**src/rtl/mem_arb_pkg.sv**
```systemverilog
// Shared types for the unified memory-port arbiter: FSM state encoding and
// the owner tag that remembers which requester an in-flight transaction
// belongs to.
package mem_arb_pkg;

    typedef enum logic [1:0] {
        ARB_IDLE = 2'd0,
        ARB_REQ  = 2'd1,
        ARB_RSP  = 2'd2
    } arb_state_t;

    localparam logic OWN_IF = 1'b0;
    localparam logic OWN_D  = 1'b1;

endpackage

```
**src/rtl/mem_arb_pick.sv**
```systemverilog
// Winner selection for the memory arbiter. Data normally wins over fetch.
// A saturating counter tracks how many IDLE arbitrations fetch has lost in a
// row; once it reaches MAX_WAIT, fetch wins the next contested arbitration.
module arb_pick #(
    parameter int MAX_WAIT = 4
) (
    input  logic clk,
    input  logic rst,
    input  logic state_is_idle,
    input  logic if_valid,
    input  logic d_valid,
    output logic grant_if,
    output logic grant_d
);

    localparam int CW = $clog2(MAX_WAIT + 1);

    logic [CW-1:0] r_waitCnt;
    logic          w_forceIf;

    // Fetch takes priority only once it has been starved MAX_WAIT times
    always_comb begin
        w_forceIf = (r_waitCnt == CW'(MAX_WAIT));
        grant_d   = state_is_idle && d_valid && !(if_valid && w_forceIf);
        grant_if  = state_is_idle && if_valid && !grant_d;
    end

    // Count lost fetch arbitrations, clear when fetch is finally served
    always_ff @(posedge clk) begin
        if (!rst) begin
            r_waitCnt <= '0;
        end else if (grant_if) begin
            r_waitCnt <= '0;
        end else if (grant_d && if_valid && !w_forceIf) begin
            r_waitCnt <= r_waitCnt + CW'(1);
        end
    end

endmodule

```
**src/rtl/mem_arb.sv**
```systemverilog
// Unified memory-port arbiter between instruction fetch and data load/store.
// One transaction is in flight at a time: accept in IDLE, present the latched
// request in REQ until memory takes it, then wait in RSP for the response,
// which is steered combinationally back to whichever requester owns it.
module mem_arb
    import mem_arb_pkg::*;
#(
    parameter int AW       = 32,
    parameter int DW       = 32,
    parameter int MAX_WAIT = 4
) (
    input  logic            clk,
    input  logic            rst,

    input  logic            if_req_valid,
    output logic            if_req_ready,
    input  logic [AW-1:0]   if_req_addr,
    output logic            if_rsp_valid,
    output logic [DW-1:0]   if_rsp_data,

    input  logic            d_req_valid,
    output logic            d_req_ready,
    input  logic [AW-1:0]   d_req_addr,
    input  logic            d_req_wen,
    input  logic [DW/8-1:0] d_req_wstrb,
    input  logic [DW-1:0]   d_req_wdata,
    output logic            d_rsp_valid,
    output logic [DW-1:0]   d_rsp_data,

    output logic            mem_req_valid,
    input  logic            mem_req_ready,
    output logic [AW-1:0]   mem_req_addr,
    output logic            mem_req_wen,
    output logic [DW/8-1:0] mem_req_wstrb,
    output logic [DW-1:0]   mem_req_wdata,
    input  logic            mem_rsp_valid,
    input  logic [DW-1:0]   mem_rsp_data,

    output logic            busy
);

    arb_state_t      r_state;
    logic            r_owner;
    logic [AW-1:0]   r_addr;
    logic            r_wen;
    logic [DW/8-1:0] r_wstrb;
    logic [DW-1:0]   r_wdata;
    logic            r_memReqValid;

    logic            w_idle;
    logic            w_grantIf;
    logic            w_grantD;
    logic            w_rspFire;

    // Arbitration is only offered in IDLE and never while reset is asserted
    assign w_idle = (r_state == ARB_IDLE) && rst;

    arb_pick #(
        .MAX_WAIT (MAX_WAIT)
    ) u_pick (
        .clk           (clk),
        .rst           (rst),
        .state_is_idle (w_idle),
        .if_valid      (if_req_valid),
        .d_valid       (d_req_valid),
        .grant_if      (w_grantIf),
        .grant_d       (w_grantD)
    );

    // Ready strobes, memory request view and response steering
    always_comb begin
        if_req_ready  = w_grantIf;
        d_req_ready   = w_grantD;
        mem_req_valid = r_memReqValid;
        mem_req_addr  = r_addr;
        mem_req_wen   = r_wen;
        mem_req_wstrb = r_wstrb;
        mem_req_wdata = r_wdata;
        busy          = (r_state != ARB_IDLE);
        w_rspFire     = (r_state == ARB_RSP) && mem_rsp_valid && rst;
        if_rsp_valid  = w_rspFire && (r_owner == OWN_IF);
        d_rsp_valid   = w_rspFire && (r_owner == OWN_D);
        if_rsp_data   = if_rsp_valid ? mem_rsp_data : '0;
        d_rsp_data    = d_rsp_valid  ? mem_rsp_data : '0;
    end

    // Transaction FSM: latch the winner's request, hand it to memory, await reply
    always_ff @(posedge clk) begin
        if (!rst) begin
            r_state       <= ARB_IDLE;
            r_owner       <= OWN_IF;
            r_addr        <= '0;
            r_wen         <= 1'b0;
            r_wstrb       <= '0;
            r_wdata       <= '0;
            r_memReqValid <= 1'b0;
        end else begin
            case (r_state)
                ARB_IDLE: begin
                    if (w_grantD) begin
                        r_owner       <= OWN_D;
                        r_addr        <= d_req_addr;
                        r_wen         <= d_req_wen;
                        r_wstrb       <= d_req_wstrb;
                        r_wdata       <= d_req_wdata;
                        r_memReqValid <= 1'b1;
                        r_state       <= ARB_REQ;
                    end else if (w_grantIf) begin
                        r_owner       <= OWN_IF;
                        r_addr        <= if_req_addr;
                        r_wen         <= 1'b0;
                        r_wstrb       <= '0;
                        r_wdata       <= '0;
                        r_memReqValid <= 1'b1;
                        r_state       <= ARB_REQ;
                    end
                end
                ARB_REQ: begin
                    if (mem_req_ready) begin
                        r_memReqValid <= 1'b0;
                        r_state       <= ARB_RSP;
                    end
                end
                ARB_RSP: begin
                    if (mem_rsp_valid) begin
                        r_state <= ARB_IDLE;
                    end
                end
                default: begin
                    r_memReqValid <= 1'b0;
                    r_state       <= ARB_IDLE;
                end
            endcase
        end
    end

endmodule

```
**config.mk**
```make
export PLATFORM = sky130hd
export DESIGN_NAME = mem_arb
export DESIGN_NICKNAME = d
export VERILOG_FILES = /design/src/rtl/mem_arb_pkg.sv /design/src/rtl/mem_arb_pick.sv /design/src/rtl/mem_arb.sv
export SDC_FILE = /design/constraint.sdc
export NUM_CORES = 1
export LEC_CHECK = 0
export ABC_AREA = 1
export BUFFER_PORTS_ARGS = -buffer_cell sky130_fd_sc_hd__clkbuf_2
export CAP_MARGIN = 20
export CORE_AREA = 2 2 107 109
export CTS_CLUSTER_DIAMETER = 30
export DETAILED_ROUTE_END_ITERATION = 10
export DIE_AREA = 0 0 109 111
export HOLD_SLACK_MARGIN = 0.12
export PLACE_DENSITY = 0.81
export SLEW_MARGIN = 20
export SYNTH_ARGS = -nofsm -noshare
export SYNTH_HDL_FRONTEND = slang
export SYNTH_HIERARCHICAL = 1
export SYNTH_SLANG_ARGS = --single-unit
```
**constraint.sdc**
```tcl
create_clock -name clk -period 2.65 [get_ports clk]
set_input_delay 0.53 -clock clk [delete_from_list [all_inputs] [get_ports clk]]
set_output_delay 0.53 -clock clk [all_outputs]
set_load 0.1 [all_outputs]
```
## Yosys cells after proc, flatten, opt, wreduce, memory -nomap -nowiden

Cells that the tools add are included.

- Reductions and logical operators: 22
- Bitwise operators: 3
- Eq/ne operators: 6
- $add $sub $neg: 1
- Multiplexer cells: 20

Operators with widths:

| operator | number |
|---|---|
| $mux 32 | 6 |
| $logic_and 1x1->1 | 12 |
| $mux 2 | 4 |
| $mux 4 | 2 |
| $mux 1 | 6 |
| $pmux 2 s3 | 1 |
| $reduce_and 3->1 | 2 |
| $ne 2x2->1 const B | 2 |
| $reduce_bool 2->1 | 2 |
| $add 3x1->3 const B | 1 |
| $eq 3x3->1 const B | 1 |
| $logic_not 1->1 | 3 |
| $ne 3x2->1 const B | 1 |
| $not 1->1 | 3 |
| $pmux 1 s3 | 1 |
| $eq 2x1->1 const B | 1 |
| $eq 2x2->1 const B | 1 |
| $logic_not 2->1 | 1 |
| $reduce_and 2->1 | 1 |
| $reduce_or 2->1 | 1 |

- Input port bits: 139
- Output and inout port bits: 139
- Bits in registers: 76
- Logic and storage cells: 60

## Depth between registers and ports, before layout

- Word-level depth: 9
- Depth in mapped cells: 16

## Hierarchy

The synthesis kept the hierarchy.

Modules (own cells, without submodules):

| module | area each (µm²) | times used | seq. area each (µm²) | cells an instance |
|---|---|---|---|---|
| mem_arb | 3653.5 | 1 | 1461.4 | 603 |
| arb_pick | 215.2 | 1 | 60.1 | 35 |

## Least setup slack after synthesis

Ideal clock, no wire load.

- Kind: register to register
- Start: register r_state[1]
- End: register r_wdata[10], in the netlist mem_req_wdata[10]
- Setup time: 0.132 ns
- Stages on the path, launching flop included: 17
- Arrival time: 3.163 ns
- Setup slack: -0.645 ns
- Period minus slack after synthesis: 3.295 ns
- Buffers on the path: 4
- Cell sequence: dfxtp_1 -> nor2_4 -> clkbuf_1 -> inv_1 -> nor2_1 -> nand2_2 -> clkinv_2 -> nand2_1 -> inv_1 -> buf_2 -> inv_4 -> nand2_1 -> nand2_2 -> buf_6 -> buf_4 -> nand2_1 -> a21oi_1

- Word-level cells in the longest chain between the ends: 8
- Elaborated cells on any way between the ends: 10
- Classes of those cells: mux (1); reduce/logical (9)

RTL lines:

| item | RTL line | text |
|---|---|---|
| start: declaration | mem_arb.sv:42 | `arb_state_t r_state;` |
| start signal: assignment | mem_arb.sv:90 | `r_state <= ARB_IDLE;` |
| start signal: assignment | mem_arb.sv:107 | `r_state <= ARB_REQ;` |
| start signal: assignment | mem_arb.sv:115 | `r_state <= ARB_REQ;` |
| $logic_not 2->1 * | mem_arb.sv:56 | `assign w_idle = (r_state == ARB_IDLE) && rst;` |
| $logic_and 1x1->1 * | mem_arb.sv:56 |  |
| net w_idle | mem_arb.sv:50 | `logic w_idle;` |
| $logic_and 1x1->1 * (2 in a row) | mem_arb_pick.sv:24 | `grant_d = state_is_idle && d_valid && !(if_valid && w_forceIf);` |
| net d_req_ready | mem_arb.sv:22 | `output logic d_req_ready,` |
| $logic_not 1->1 | mem_arb_pick.sv:25 | `grant_if = state_is_idle && if_valid && !grant_d;` |
| $logic_and 1x1->1 | mem_arb_pick.sv:25 |  |
| $reduce_bool 2->1 (no line) | - |  |
| $reduce_and 2->1 (no line) | - |  |
| end signal: assignment | mem_arb.sv:105 | `r_wdata <= d_req_wdata;` |
| end: declaration | mem_arb.sv:47 | `logic [DW-1:0] r_wdata;` |

Mark *: on every way through the listed nets, which the timed path passes. The rest lies on a longest branch.
A chain may end at the register's enable or synchronous reset.

## Final worst setup path

- Start: register r_state[1]
- End: output if_rsp_data[29]

- Word-level cells in the longest chain between the ends: 5

RTL lines:

| item | RTL line | text |
|---|---|---|
| $eq 2x2->1 | mem_arb.sv:80 | `w_rspFire = (r_state == ARB_RSP) && mem_rsp_valid && rst;` |
| $logic_and 1x1->1 (2 in a row) | mem_arb.sv:80 |  |
| $logic_and 1x1->1 | mem_arb.sv:81 | `if_rsp_valid = w_rspFire && (r_owner == OWN_IF);` |
| $mux 32 | mem_arb.sv:83 | `if_rsp_data = if_rsp_valid ? mem_rsp_data : '0;` |
| end: declaration | mem_arb.sv:19 | `output logic [DW-1:0] if_rsp_data,` |

Every way passes these cells.

==> flow_results.org <==
** Run status
- The flow ran to the end, and the final reports show no timing, DRC or antenna violations.

** Synthesis
- For this run, the leading register cell type out of synthesis is sky130_fd_sc_hd__dfxtp_1.
- After synthesis, the share of flip-flops with an asynchronous set or reset is 0.
- Sequential area share after synthesis :: 0.393
- By area, the combinational part of the netlist is dominated by simple AND/OR/NAND/NOR gates.
- The cell count after synthesis came out at 638.
- Netlist cell types :: 21
- The synthesized design contains 76 register bits.
- Post-synthesis cell area :: about 3900 sq um
- After synthesis, the share of cell area in mux cells is 0.
- In this run, synthesis inferred 0 flip-flops with an integrated enable.
- Xor and xnor area share after synthesis :: 0
- Cell accounting for the most synthesized area :: sky130_fd_sc_hd__dfxtp_1
- Yosys instantiated no cell more often than sky130_fd_sc_hd__nand2_1.
- Share of the synthesized area in the top cell type :: 0.393
- Of the total synthesized cell area, the portion taken by AND, OR, NAND and NOR gates is 0.407.
- The compound-cell area share of the yosys netlist was 0.0582.
- By area the synthesized netlist is led by sky130_fd_sc_hd__dfxtp_1, sky130_fd_sc_hd__nand2_1, sky130_fd_sc_hd__nor2_1, sky130_fd_sc_hd__inv_1, sky130_fd_sc_hd__a21oi_1.
- Of the total synthesized cell area, the portion taken by full adders, half adders and majority gates is 0.00647.
- Post-synthesis net count :: 779
- After synthesis, the most frequently instantiated cells are sky130_fd_sc_hd__nand2_1, sky130_fd_sc_hd__nor2_1, sky130_fd_sc_hd__inv_1.
- Syn avg cell area :: roughly 6.1 sq um
- Synth Warn # :: 6

** Worst hold path
- For hold timing, the worst endpoint is mem_req_wdata[18]$_SDFFE_PN0P_.
- The worst hold path was traced through 3 stages.
- The worst hold path begins at d_req_wdata[18].
- Worst Hold Class :: in2reg

** Timing
- RSZ-0062 raised after global routing :: no
- Final critical-path setup slack :: approximately 340 ps
- Clk_skew :: 6.98 ps
- The final max-slew violation count came to 0.
- Hold slack :: about 450 ps
- Achievable frequency :: 432 MHz
- Crit path time final :: approximately 2300 ps
- Final setup fails :: 0
- Of the available clock period, the critical path in the final layout requires 0.873.
- Headroom to the max-slew limit came out at 0.620.
- At the pin with the least slew margin, the transition time is 572 ps.
- Total count of hold-check failures in the final report :: 0

** Routing
- Routed wire length on met2 :: 6720 um
- Via count :: approximately 4600
- Once detail routing completed, the nets flagged for antenna violations numbered 0.
- The routed design has ~13000 um of wire.
- Met3 WL post-DR :: 824 um
- Top layer used by detailed routing :: met4
- The first routing iteration left just over 200 violations.
- # DRC :: 0
- Number of iterations in the first detailed-routing pass :: 4
- In the routed layout, each cell is associated on average with a via count of 4.43.
- Met1 Wirelength :: between 5000 and 6000 um
- In the final routed layout, each cell accounts on average for 12.7 um.

** CTS
- Once the clock tree was built, the setup fixing pass inserted 0 buffers.
- The cell sitting at the root of the clock tree is a sky130_fd_sc_hd__clkbuf_16.
- Clk Latency, worst-skew pair :: 330 ps
- The clock passes through at most 2 buffers.
- Buffers inserted to repair hold after CTS numbered 0.
- Reg clk slew, reported paths :: roughly 60 ps
- Buffers inserted during clock tree synthesis total 9.
- Sinks on Clock Net :: 76
- Number of gates given a new drive strength after cts :: 0
- TritonCTS clock tree :: built
- The H-tree was split into 3 levels.

** Power and ir drop
- The design draws 3.97 mW.
- VDD sags by at most 0.410 mV.
- Of the total power, the clock network draws 0.297.
- Switching pwr :: 1.69 mW
- Switching share of total power :: 0.425
- Leakage dissipation :: approximately 3.6 nW
- Power spread over the standard cell area amounts to a little under 600 nW/um^2.
- Of the total power, combinational logic draws 0.374.
- The share of total power dissipated in sequential elements is 0.328.
- Cell internal pwr :: 2.28 mW

** Worst setup path
- Worst-path fanout max :: 33
- Nature of the critical path endpoint :: primary output
- Count of buffering cells on the critical path with inverters included :: 3
- The worst setup path is of the reg2out kind.
- FF-to-FF End :: mem_req_wdata[3]$_SDFFE_PN0P_
- Critical path cell sequence :: inv_2, nor2_2, nand4_2, buf_4, nor2_1, buf_12
- R2R Path Start :: r_state[0]$_SDFFE_PN0P_
- The largest individual stage delay along the critical path comes from the cell sky130_fd_sc_hd__dfxtp_1.
- The setup check on the worst reg-to-reg path leaves a slack of 550 ps.
- Startpoint Class :: register
- Counting cells, the worst reg-to-reg path comes to 14.
- Arrival time of data at the critical path endpoint :: roughly 1800 ps
- Delay of the slowest cell on the worst path :: 400 ps
- Kind of cell adding the most delay to the critical path :: buffers and inverters
- Critical path data required time :: 2120 ps

** Cells and area
- From synthesis to final layout, the design area changed by 72.9%.
- In the final layout, the share of cells above drive strength 1 is 0.364.
- ANT cells :: 0
- The finished layout holds 1045 standard cells, fillers aside.
- Measured on the finished design, the core utilization comes to 0.604.
- Total Nets Final :: 1039

** GRT
- Number of global-route vias before repair :: 4508
- The number of antenna violations at the first check in global routing was 0.
- Global-route usage over all layers :: 0.222
- Largest net degree at the start of global routing :: 43
- The first global-routing pass estimated about 21000 um of wire.
- For this run the aggregate overflow at the end of global routing stands at 0.

** Placement
- Number of buffers inserted by port buffering :: 277
- Place WS :: 410 ps
- Once placement completed, the tool counted placed cells totaling between 1000 and 1500.
- Detailed placement finished with a half-perimeter wire length of 10300 um.
- Gp weighted congestion :: 0.823

** Floorplan
- Core region area :: 11100 sq um
- The initialized floorplan defines 39 standard-cell rows.
- ~280 I/O pins were placed.
- Starting utilization of the core area :: 0.349
- The floorplan step defined a die boundary enclosing about 12000 sq um.
- Vert. Die Dim :: roughly 110 um
- Die Wd :: 109 um

** Flow run
- Max-cap violation count :: 0
-- placed cells by master (no fill, tap or decap) --
cell | Yosys | final
sky130_fd_sc_hd__nor2_1 | 129 | 122
sky130_fd_sc_hd__bufinv_16 | 0 | 1
sky130_fd_sc_hd__clkbuf_2 | 0 | 209
sky130_fd_sc_hd__clkinv_1 | 1 | 1
sky130_fd_sc_hd__nand2_1 | 215 | 213
sky130_fd_sc_hd__dfxtp_1 | 76 | 75
sky130_fd_sc_hd__inv_4 | 1 | 1
sky130_fd_sc_hd__clkbuf_16 | 0 | 9
sky130_fd_sc_hd__a21oi_1 | 44 | 44
sky130_fd_sc_hd__inv_1 | 77 | 74
sky130_fd_sc_hd__nor2_4 | 1 | 1
sky130_fd_sc_hd__nand2_2 | 4 | 3
sky130_fd_sc_hd__buf_12 | 0 | 70
sky130_fd_sc_hd__ha_1 | 2 | 2
sky130_fd_sc_hd__clkinv_4 | 0 | 1
sky130_fd_sc_hd__clkbuf_1 | 12 | 1
sky130_fd_sc_hd__clkinv_2 | 1 | 4
sky130_fd_sc_hd__nand4_2 | 2 | 2
sky130_fd_sc_hd__clkinvlp_4 | 0 | 3
sky130_fd_sc_hd__nand3_1 | 40 | 40
sky130_fd_sc_hd__nor2_2 | 2 | 9
sky130_fd_sc_hd__o21ai_0 | 1 | 1
sky130_fd_sc_hd__inv_2 | 1 | 1
sky130_fd_sc_hd__buf_4 | 5 | 10
sky130_fd_sc_hd__dfxtp_4 | 0 | 1
sky130_fd_sc_hd__nand3b_1 | 1 | 1
sky130_fd_sc_hd__nand2_4 | 0 | 3
-- through the flow --
stage,TNS [ps],area (sq um)
detailed placement,0,6410
finish,0,6690
global route,0,6690
floorplan,-19200,3940
CTS,0,6690
global placement,0,6410
-- how the worst max path moves through the flow --
stage                            start                        endpoint  cells after the start
2_1_floorplan  r_state[0]$_SDFFE_PN0P_  mem_req_wdata[25]$_SDFFE_PN0P_                     16
3_3_place_gp                       rst   mem_req_wstrb[3]$_SDFFE_PN0P_                     14
3_5_place_dp                       rst   mem_req_wstrb[3]$_SDFFE_PN0P_                     14
4_1_cts        r_state[1]$_SDFFE_PN0P_                 if_rsp_data[29]                      6
5_1_grt        r_state[1]$_SDFFE_PN0P_                  d_rsp_data[14]                      6
6_report       r_state[1]$_SDFFE_PN0P_                 if_rsp_data[29]                      6
-- area by class of cell --
type / count / area (sq um)
sequential: 76 / 1530
clock inverter: 5 / 53.8
inverter: 81 / 319
timing repair buffer: 289 / 2520
fill: 983 / 4390
clock buffer: 10 / 229
tap: 143 / 179
multi-input combinational: 441 / 1860
-- routing by layer --
metal / global-route usage / vias up
met4: 0.0855 / 0
met5: 0 / -
met1: 0.249 / 2029
li1: - / 2421
met3: 0.0447 / 23
met2: 0.404 / 157
-- worst register-to-register path, cell delays in order, from the launching register on --
cell                         delay, ps
sky130_fd_sc_hd__dfxtp_4           360
sky130_fd_sc_hd__nor2_4            140
sky130_fd_sc_hd__clkinvlp_4        140
sky130_fd_sc_hd__nor2_2            150
sky130_fd_sc_hd__nand2_2            80
sky130_fd_sc_hd__clkinv_2           70
sky130_fd_sc_hd__nand2_4            60
sky130_fd_sc_hd__nand2_4            80
sky130_fd_sc_hd__clkinvlp_4        100
sky130_fd_sc_hd__inv_1              60
sky130_fd_sc_hd__nand2_1            70
sky130_fd_sc_hd__nand2_4           240
sky130_fd_sc_hd__buf_4             270
sky130_fd_sc_hd__nand2_1            90
sky130_fd_sc_hd__a21oi_1           120
-- sequential cells by signal (all words and copies together), names as in the netlist --
signal	count
mem_req_valid	1
mem_req_wstrb	4
mem_req_wdata	32
r_owner	1
mem_req_addr	32
mem_req_wen	1
u_pick/r_waitCnt	3
r_state	2
-- kinds of logic after synthesis --
kind of cell               count (synthesis)
AOI/OAI and AO/OA                         45
DFF                                       76
adders and majority gates                  2
buffers and inverters                    121
and+or+nand+nor                          394
-- power by group through the flow --
| stage | logic, mW | registers [mW] | clock network [mW] |
|---|---|---|---|
| after floorplan | 0.478 | 2.03 | 0 |
| after global placement | 1.47 | 1.32 | 0 |
| after detailed placement | 1.49 | 1.33 | 0 |
| after CTS | 1.49 | 1.30 | 1.21 |
| after global routing | 1.59 | 1.32 | 1.26 |
| final | 1.49 | 1.30 | 1.18 |
No activity file was read; power rests on OpenSTA's default activity.
